**src/rtl/ternary_pkg.sv**
```systemverilog
`default_nettype none
// ============================================================================
// Module   : ternary_pkg
// Purpose  : Shared trit encodings, packing limits and FSM state type for the
//            ternary trit unpacker.
// Revision : 1.0  initial release
// ============================================================================
package ternary_pkg;

  localparam logic [1:0] TRIT_ZERO       = 2'b00;
  localparam logic [1:0] TRIT_POS        = 2'b01;
  localparam logic [1:0] TRIT_NEG        = 2'b10;
  localparam int         TRITS_PER_BYTE  = 5;
  localparam logic [7:0] MAX_PACKED_BYTE = 8'd242;

  typedef logic [1:0] trit_t;

  typedef enum logic [0:0] {
    ST_IDLE  = 1'b0,
    ST_DRAIN = 1'b1
  } unpack_state_e;

  // Base-3 digit (0,1,2) to simple 2-bit trit code.
  function automatic trit_t digit_to_trit(input logic [1:0] digit);
    case (digit)
      2'd1:    return TRIT_POS;
      2'd2:    return TRIT_NEG;
      default: return TRIT_ZERO;
    endcase
  endfunction

endpackage
`default_nettype wire

```
**src/rtl/ternary_byte_decode.sv**
```systemverilog
`default_nettype none
// ============================================================================
// Module   : ternary_byte_decode
// Purpose  : Combinational split of one packed byte into five 2-bit trits;
//            bytes above 242 are flagged and decode to all-zero trits.
// Revision : 1.0  initial release
// ============================================================================
module ternary_byte_decode
  import ternary_pkg::*;
(
  input  logic [7:0] in_byte,
  output logic [9:0] trits,
  output logic       invalid
);

  logic [7:0] rem;
  logic [1:0] digit;

  always_comb begin
    rem     = in_byte;
    digit   = 2'd0;
    trits   = '0;
    invalid = (in_byte > MAX_PACKED_BYTE);
    for (int i = 0; i < TRITS_PER_BYTE; i++) begin
      digit             = 2'(rem % 8'd3);
      trits[2*i +: 2]   = digit_to_trit(digit);
      rem               = rem / 8'd3;
    end
    if (invalid) begin
      trits = '0;
    end
  end

endmodule
`default_nettype wire

```
**src/rtl/ternary_trit_unpacker.sv**
```systemverilog
`default_nettype none
// ============================================================================
// Module   : ternary_trit_unpacker
// Purpose  : Drains base-3 packed words one byte per beat into 5-trit beats,
//            with invalid-byte flagging, packet-end tracking and error count.
//            Optional TRIT_UNPACK_ZMASK_EN adds m_zmask / m_allzero outputs.
// Revision : 1.0  initial release
// ============================================================================
module ternary_trit_unpacker
  import ternary_pkg::*;
#(
  parameter int WORD_BYTES = 4,
  parameter int ERR_W      = 16
) (
  input  logic                          clk,
  input  logic                          reset,
  input  logic [8*WORD_BYTES-1:0]       s_data,
  input  logic [$clog2(WORD_BYTES):0]   s_bytes,
  input  logic                          s_last,
  input  logic                          s_valid,
  output logic                          s_ready,
  output logic [9:0]                    m_trits,
  output logic                          m_last,
  output logic                          m_err,
  output logic                          m_valid,
  input  logic                          m_ready,
  input  logic                          err_clr,
  output logic [ERR_W-1:0]              err_count,
  output logic                          busy
`ifdef TRIT_UNPACK_ZMASK_EN
  ,
  output logic [4:0]                    m_zmask,
  output logic                          m_allzero
`endif
);

  localparam int                CNT_W  = $clog2(WORD_BYTES) + 1;
  localparam logic [CNT_W-1:0]  WB_CNT = CNT_W'(WORD_BYTES);

  unpack_state_e             state_q, state_d;
  logic [8*WORD_BYTES-1:0]   word_q, word_d;
  logic [CNT_W-1:0]          nbytes_q, nbytes_d;
  logic [CNT_W-1:0]          idx_q, idx_d;
  logic                      pkt_last_q, pkt_last_d;
  logic [9:0]                m_trits_q, m_trits_d;
  logic                      m_last_q, m_last_d;
  logic                      m_err_q, m_err_d;
  logic                      m_valid_q, m_valid_d;
  logic [ERR_W-1:0]          err_count_q, err_count_d;

  logic [CNT_W-1:0]          n_in;
  logic [CNT_W-1:0]          idx_nxt;
  logic                      final_beat;
  logic                      xfer;
  logic                      accept;
  logic                      load_beat;
  logic                      go_idle;
  logic                      s_ready_w;
  logic [7:0]                held_byte;
  logic [7:0]                dec_in;
  logic [9:0]                dec_trits;
  logic                      dec_invalid;

  ternary_byte_decode u_decode (
    .in_byte (dec_in),
    .trits   (dec_trits),
    .invalid (dec_invalid)
  );

  // Byte selection and handshake
  always_comb begin
    n_in       = (s_bytes == '0 || s_bytes > WB_CNT) ? WB_CNT : s_bytes;
    idx_nxt    = idx_q + CNT_W'(1);
    final_beat = (idx_q == nbytes_q - CNT_W'(1));
    xfer       = m_valid_q && m_ready;

    held_byte = 8'd0;
    for (int i = 0; i < WORD_BYTES; i++) begin
      if (idx_nxt == CNT_W'(i)) begin
        held_byte = word_q[8*i +: 8];
      end
    end

    s_ready_w = 1'b0;
    case (state_q)
      ST_IDLE:  s_ready_w = !reset;
      ST_DRAIN: s_ready_w = !reset && final_beat && m_ready;
      default:  s_ready_w = 1'b0;
    endcase

    accept    = s_valid && s_ready_w;
    load_beat = accept || (state_q == ST_DRAIN && xfer && !final_beat);
    go_idle   = !accept && (state_q == ST_DRAIN) && xfer && final_beat;
    dec_in    = accept ? s_data[7:0] : held_byte;
  end

  // Next-state and output-register update
  always_comb begin
    state_d     = state_q;
    word_d      = word_q;
    nbytes_d    = nbytes_q;
    idx_d       = idx_q;
    pkt_last_d  = pkt_last_q;
    m_trits_d   = m_trits_q;
    m_last_d    = m_last_q;
    m_err_d     = m_err_q;
    m_valid_d   = m_valid_q;
    err_count_d = err_count_q;

    if (accept) begin
      state_d    = ST_DRAIN;
      word_d     = s_data;
      nbytes_d   = n_in;
      idx_d      = '0;
      pkt_last_d = s_last;
      m_trits_d  = dec_trits;
      m_err_d    = dec_invalid;
      m_last_d   = s_last && (n_in == CNT_W'(1));
      m_valid_d  = 1'b1;
    end else if (load_beat) begin
      idx_d     = idx_nxt;
      m_trits_d = dec_trits;
      m_err_d   = dec_invalid;
      m_last_d  = pkt_last_q && (idx_nxt == nbytes_q - CNT_W'(1));
    end else if (go_idle) begin
      state_d   = ST_IDLE;
      m_valid_d = 1'b0;
      m_trits_d = '0;
      m_last_d  = 1'b0;
      m_err_d   = 1'b0;
    end

    // Clear has priority over a coincident increment.
    if (err_clr) begin
      err_count_d = '0;
    end else if (xfer && m_err_q && (err_count_q != '1)) begin
      err_count_d = err_count_q + ERR_W'(1);
    end
  end

  always_ff @(posedge clk) begin
    if (reset) begin
      state_q     <= ST_IDLE;
      word_q      <= '0;
      nbytes_q    <= '0;
      idx_q       <= '0;
      pkt_last_q  <= 1'b0;
      m_trits_q   <= '0;
      m_last_q    <= 1'b0;
      m_err_q     <= 1'b0;
      m_valid_q   <= 1'b0;
      err_count_q <= '0;
    end else begin
      state_q     <= state_d;
      word_q      <= word_d;
      nbytes_q    <= nbytes_d;
      idx_q       <= idx_d;
      pkt_last_q  <= pkt_last_d;
      m_trits_q   <= m_trits_d;
      m_last_q    <= m_last_d;
      m_err_q     <= m_err_d;
      m_valid_q   <= m_valid_d;
      err_count_q <= err_count_d;
    end
  end

  assign s_ready   = s_ready_w;
  assign m_trits   = m_trits_q;
  assign m_last    = m_last_q;
  assign m_err     = m_err_q;
  assign m_valid   = m_valid_q;
  assign err_count = err_count_q;
  assign busy      = (state_q == ST_DRAIN);

`ifdef TRIT_UNPACK_ZMASK_EN
  logic [4:0] zmask_q, zmask_d, dec_zmask;
  logic       allzero_q, allzero_d;

  // Invalid bytes decode to all-zero trits, so the mask is all ones for them.
  always_comb begin
    for (int i = 0; i < TRITS_PER_BYTE; i++) begin
      dec_zmask[i] = (dec_trits[2*i +: 2] == TRIT_ZERO);
    end
    zmask_d   = zmask_q;
    allzero_d = allzero_q;
    if (load_beat) begin
      zmask_d   = dec_zmask;
      allzero_d = &dec_zmask;
    end else if (go_idle) begin
      zmask_d   = '0;
      allzero_d = 1'b0;
    end
  end

  always_ff @(posedge clk) begin
    if (reset) begin
      zmask_q   <= '0;
      allzero_q <= 1'b0;
    end else begin
      zmask_q   <= zmask_d;
      allzero_q <= allzero_d;
    end
  end

  assign m_zmask   = zmask_q;
  assign m_allzero = allzero_q;
`endif

endmodule
`default_nettype wire

```
**config.mk**
```make
export PLATFORM = sky130hd
export DESIGN_NAME = ternary_trit_unpacker
export DESIGN_NICKNAME = d
export VERILOG_FILES = /design/src/rtl/ternary_pkg.sv /design/src/rtl/ternary_byte_decode.sv /design/src/rtl/ternary_trit_unpacker.sv
export SDC_FILE = /design/constraint.sdc
export NUM_CORES = 1
export LEC_CHECK = 0
export ABC_AREA = 1
export ABC_CLOCK_PERIOD_IN_PS = 9700
export CAP_MARGIN = 20
export CORE_AREA = 3 3 78 153
export CTS_BUF_LIST = sky130_fd_sc_hd__clkbuf_16
export CTS_CLUSTER_DIAMETER = 80
export DETAILED_ROUTE_END_ITERATION = 8
export DIE_AREA = 0 0 81 156
export PLACE_DENSITY_LB_ADDON = 0.08
export SLEW_MARGIN = 15
export SYNTH_ARGS = -nofsm -noshare
export SYNTH_HDL_FRONTEND = slang
export SYNTH_HIERARCHICAL = 1
export SYNTH_SLANG_ARGS = --single-unit
```
**constraint.sdc**
```tcl
create_clock -name clk -period 9.7 [get_ports clk]
set_input_delay 0.97 -clock clk [delete_from_list [all_inputs] [get_ports clk]]
set_output_delay 0.97 -clock clk [all_outputs]
set_load 0.05 [all_outputs]
```
==> metrics.md <==
| Metric | Value |
|---|---|
| Fraction of layout instances using a drive strength above 1 | 23.6% |
| Core Footprint | 0.0109 sq mm |
| Number of buffers and inverters on the critical path | 18 |
| Static Leak | 3.28 nW |
| Worst path most repeated cell | sky130_fd_sc_hd__nand2_2 |
| Highest net fanout along the worst path | 7 |
| Critical Path Max Stage Delay | between 0.4 and 0.5 ns |
| Area growth, synth to finish | 33.0% |
| Number of distinct library cells after synthesis | 45 |
| Die width | around 80 microns |
| Wire length of the first global-routing pass | around 24,000 microns |
| Total of flip-flops plus latches after synthesis | 68 |
| Clock skew | 0.00462 ns |
| Maximum number of pins on one net before global-route repair | 32 |
| Initial antenna violation count | 0 |
| Die height | around 160 microns |
| Number of hold violations in the final report | 0 |
| CP max-delay cell | sky130_fd_sc_hd__clkdlybuf4s50_1 |
| Count of input and output buffers | between 70 and 80 |
| Main combinational cell family by area after synthesis | simple AND/OR/NAND/NOR gates |
| Tot Pwr | about 2.6 mW |
| Worst Hold Slack | 0.458 ns |
| Total grt overflow | 0 |
| Most frequent cells after synthesis | 238 x sky130_fd_sc_hd__nand2_1, 112 x sky130_fd_sc_hd__inv_1, 75 x sky130_fd_sc_hd__nand3_1 |
| Proportion of netlist area held by the largest area contributor | between 20% and 30% |
| Area of placed instances | around 0.0064 sq mm |
| Library cell used as clock root buffer | sky130_fd_sc_hd__clkbuf_16 |
| Final standard cell utilization of the core | 66.5% |
| Half-perimeter wire length of the detailed placement result | about 12,000 microns |
| Number of global-route vias before repair | ~5,600 |
| Peak supply drop | 0.317 mV |
| Total wire length | between 15,000 and 20,000 microns |
| Antenna-violating nets left | 0 |
| Design area | 0.00728 sq mm |
| Total CTS buffers | 9 |
| Crit path max-delay family | simple AND/OR/NAND/NOR gates |
| Kind of end point of the critical path | flop |
| Max frequency | 0.109 GHz |
| Data arrival time at the worst-slack endpoint | between 9 and 10 ns |
| Share of the cycle needed by the critical path after routing | between 90 and 100% |
| Antenna cells | 0 |
| H-tree depth reported by CTS | 3 |
| Largest area contributor in the netlist | sky130_fd_sc_hd__dfxtp_1 |
| Synthesized area | around 0.0055 sq mm |
| Final std cells w/o fill | 1,105 |
| Minimum clock period after layout | between 9 and 10 ns |
| Number of instances in the synthesized netlist | 860 |
| Via total after detailed routing | 5,847 |
| Post-synth EDFFs | 0 |
| Reg-to-reg setup timing slack | between 0.6 and 0.7 ns |
| Worst slew pin tran | slightly below 0.6 ns |
| GRT Util Overall | about a quarter |
| Top-level port count | roughly 70 |
| Final number of max-transition violations | 0 |
| Post-DR wirelength/cell | around 14 microns |
| Post-synthesis sequential area ratio | between 20% and 30% |
| Num rows | between 50 and 60 |
| CTS tree | built |
| Worst min path class | flop to flop |
| Average cell area after synthesis | between 6 and 7 sq um |
| Async set-or-reset flop fraction in the synthesized netlist | 0% |
| Simple-gate share of the synthesized area | roughly two fifths |
| Parity-gate share of the synthesized area counting xor and xnor cells | ~3% |
| Clk_lat worst skew | 0.33 ns |
| Clock input transition at the sequential cells of the worst setup and hold paths | 0.06 ns |
| P per Cell Area | ~350 mW/mm^2 |
| Number of nets in the synthesized netlist | around 930 |
| Vias per std cell | 5.29 |
| Total DRC errors in the routed layout | 0 |
| Ranking of synthesized cells by area | sky130_fd_sc_hd__dfxtp_1 25%, sky130_fd_sc_hd__nand2_1 16%, sky130_fd_sc_hd__inv_1 7.7%, sky130_fd_sc_hd__ha_1 6.9%, sky130_fd_sc_hd__nand3_1 6.9% |
| Headroom to the max-slew limit | between 60 and 70% |
| Kind of critical path | input pin to flop |
| Number of buffers inserted by hold repair at cts | 0 |
| Instance count after placement with tap cells included | between 1,000 and 1,500 |
| Count of nets after finishing | slightly above 1,000 |
| Required time of the worst setup path | 9.97 ns |
| Number of setup violations in the final report | 0 |
| Floorplan die area | roughly 0.013 sq mm |
| Post-synthesis mux area share | less than 1% |
| Post-synth top flop | sky130_fd_sc_hd__dfxtp_1 |
| Number of detailed-routing iterations run before antenna repair | 7 |
| Weighted congestion at the end of routability-driven global placement | ~0.90 |
| Most common cell in the synthesized netlist | sky130_fd_sc_hd__nand2_1 |
| Yosys warning total | 6 |
| Adder-cell share of the synthesized area | 6.86% |
| Run status | complete, no violations |
| Nature of the critical path startpoint | input pin |
| Complex-gate fraction of the synthesized area | between 10% and 20% |
| Starting DRT DRC Count | around 280 |
| CTS sink count | 68 |
| Max Root-Sink Buffers | 2 |
| Maximum capacitance violations | 0 |
| Initial core utilization | about half |
per-layer routing:
layer / global-route usage [%] / vias to the layer above / wire length, microns
met3: 3.64 / 41 / 576
li1: - / 2954 / -
met2: 47.3 / 121 / 8870
met1: 22.3 / 2731 / 5440
met4: 12.7 / 0 / 700
met5: 0 / - / 0
worst min-delay path: cells and delay by family, from the launching register on:
kind             cells  cell delay, ns
and+or+nand+nor      2            0.11
DFF                  1            0.30
power breakdown:
group | internal, mW | switching, mW | leakage, nW
clock | 0.174 | 0.128 | 0.136
sequential | 0.302 | 0.0124 | 0.556
combinational | 0.775 | 1.19 | 2.59
layout make-up:
| type | count | area, sq um |
|---|---|---|
| clock inverters | 7 | 52.6 |
| flip-flops and latches | 68 | 1360 |
| repair buffers | 112 | 1040 |
| well taps | 140 | 175 |
| fillers | 988 | 3670 |
| multi-input cells | 644 | 3930 |
| inverters | 125 | 487 |
| clock buffers | 9 | 225 |
path summary, 6_finish.rpt:
check	cells after the start	from	to
min	2	word_q[19]$_SDFFE_PP0P_	word_q[19]$_SDFFE_PP0P_
max	77	reset	m_trits[8]$_SDFFE_PP0P_
min reg2reg	2	word_q[19]$_SDFFE_PP0P_	word_q[19]$_SDFFE_PP0P_
max reg2reg	83	nbytes_q[0]$_SDFFE_PP0P_	m_trits[8]$_SDFFE_PP0P_
kinds of logic (layout without fill, tap and decap cells):
family / after synthesis / in the layout
flops: 68 / 68
compound gates: 113 / 113
simple gates: 480 / 480
xor+xnor: 19 / 19
buf+inv: 148 / 253
fa+ha+maj: 30 / 30
mux: 2 / 2
layout by cell type, fill, tap and decap left out, types with 7 or more instances in the layout:
cell                              synthesis  layout
sky130_fd_sc_hd__nand2_1                238     204
sky130_fd_sc_hd__inv_1                  112      97
sky130_fd_sc_hd__clkdlybuf4s50_1          0      70
sky130_fd_sc_hd__nor2_1                  73      67
sky130_fd_sc_hd__nand3_1                 75      67
sky130_fd_sc_hd__dfxtp_1                 68      66
sky130_fd_sc_hd__nand2_2                 31      49
sky130_fd_sc_hd__a21oi_1                 48      47
sky130_fd_sc_hd__buf_4                    4      36
sky130_fd_sc_hd__o21ai_0                 27      27
sky130_fd_sc_hd__nand2_4                  8      22
sky130_fd_sc_hd__ha_1                    30      22
sky130_fd_sc_hd__inv_2                   10      20
sky130_fd_sc_hd__nand4_1                 16      16
sky130_fd_sc_hd__xor2_1                  15      14
sky130_fd_sc_hd__a21oi_2                 13      13
sky130_fd_sc_hd__nand3_2                  7      11
sky130_fd_sc_hd__nor3_1                   9       9
sky130_fd_sc_hd__clkbuf_16                0       9
sky130_fd_sc_hd__nor2_4                   4       8
sky130_fd_sc_hd__nand3_4                  3       7
sky130_fd_sc_hd__o22ai_1                  8       7
stage by stage:
step	setup WS (ns)	TNS, ns
after global placement	0.0469	0
final	0.562	0
after global routing	-0.207	-0.391
after CTS	0.0165	0
after detailed placement	-0.429	-0.817
after floorplan	0.492	0
state kept, by name (all words and copies together) (netlist names):
register	flops
pkt_last_q	1
m_trits	10
word_q	32
m_err	1
m_valid	1
nbytes_q	3
err_count	16
idx_q	3
m_last	1
repair_timing:
| action | CTS | global route |
|---|---|---|
| gates resized for setup | 10 | 118 |
| endpoints found under the setup margin | 2 | 4 |
| endpoints found under the hold margin | 0 | 0 |
| pin swaps | 0 | 43 |
| setup buffers | 0 | 23 |
(Power assumes the default switching activity.)
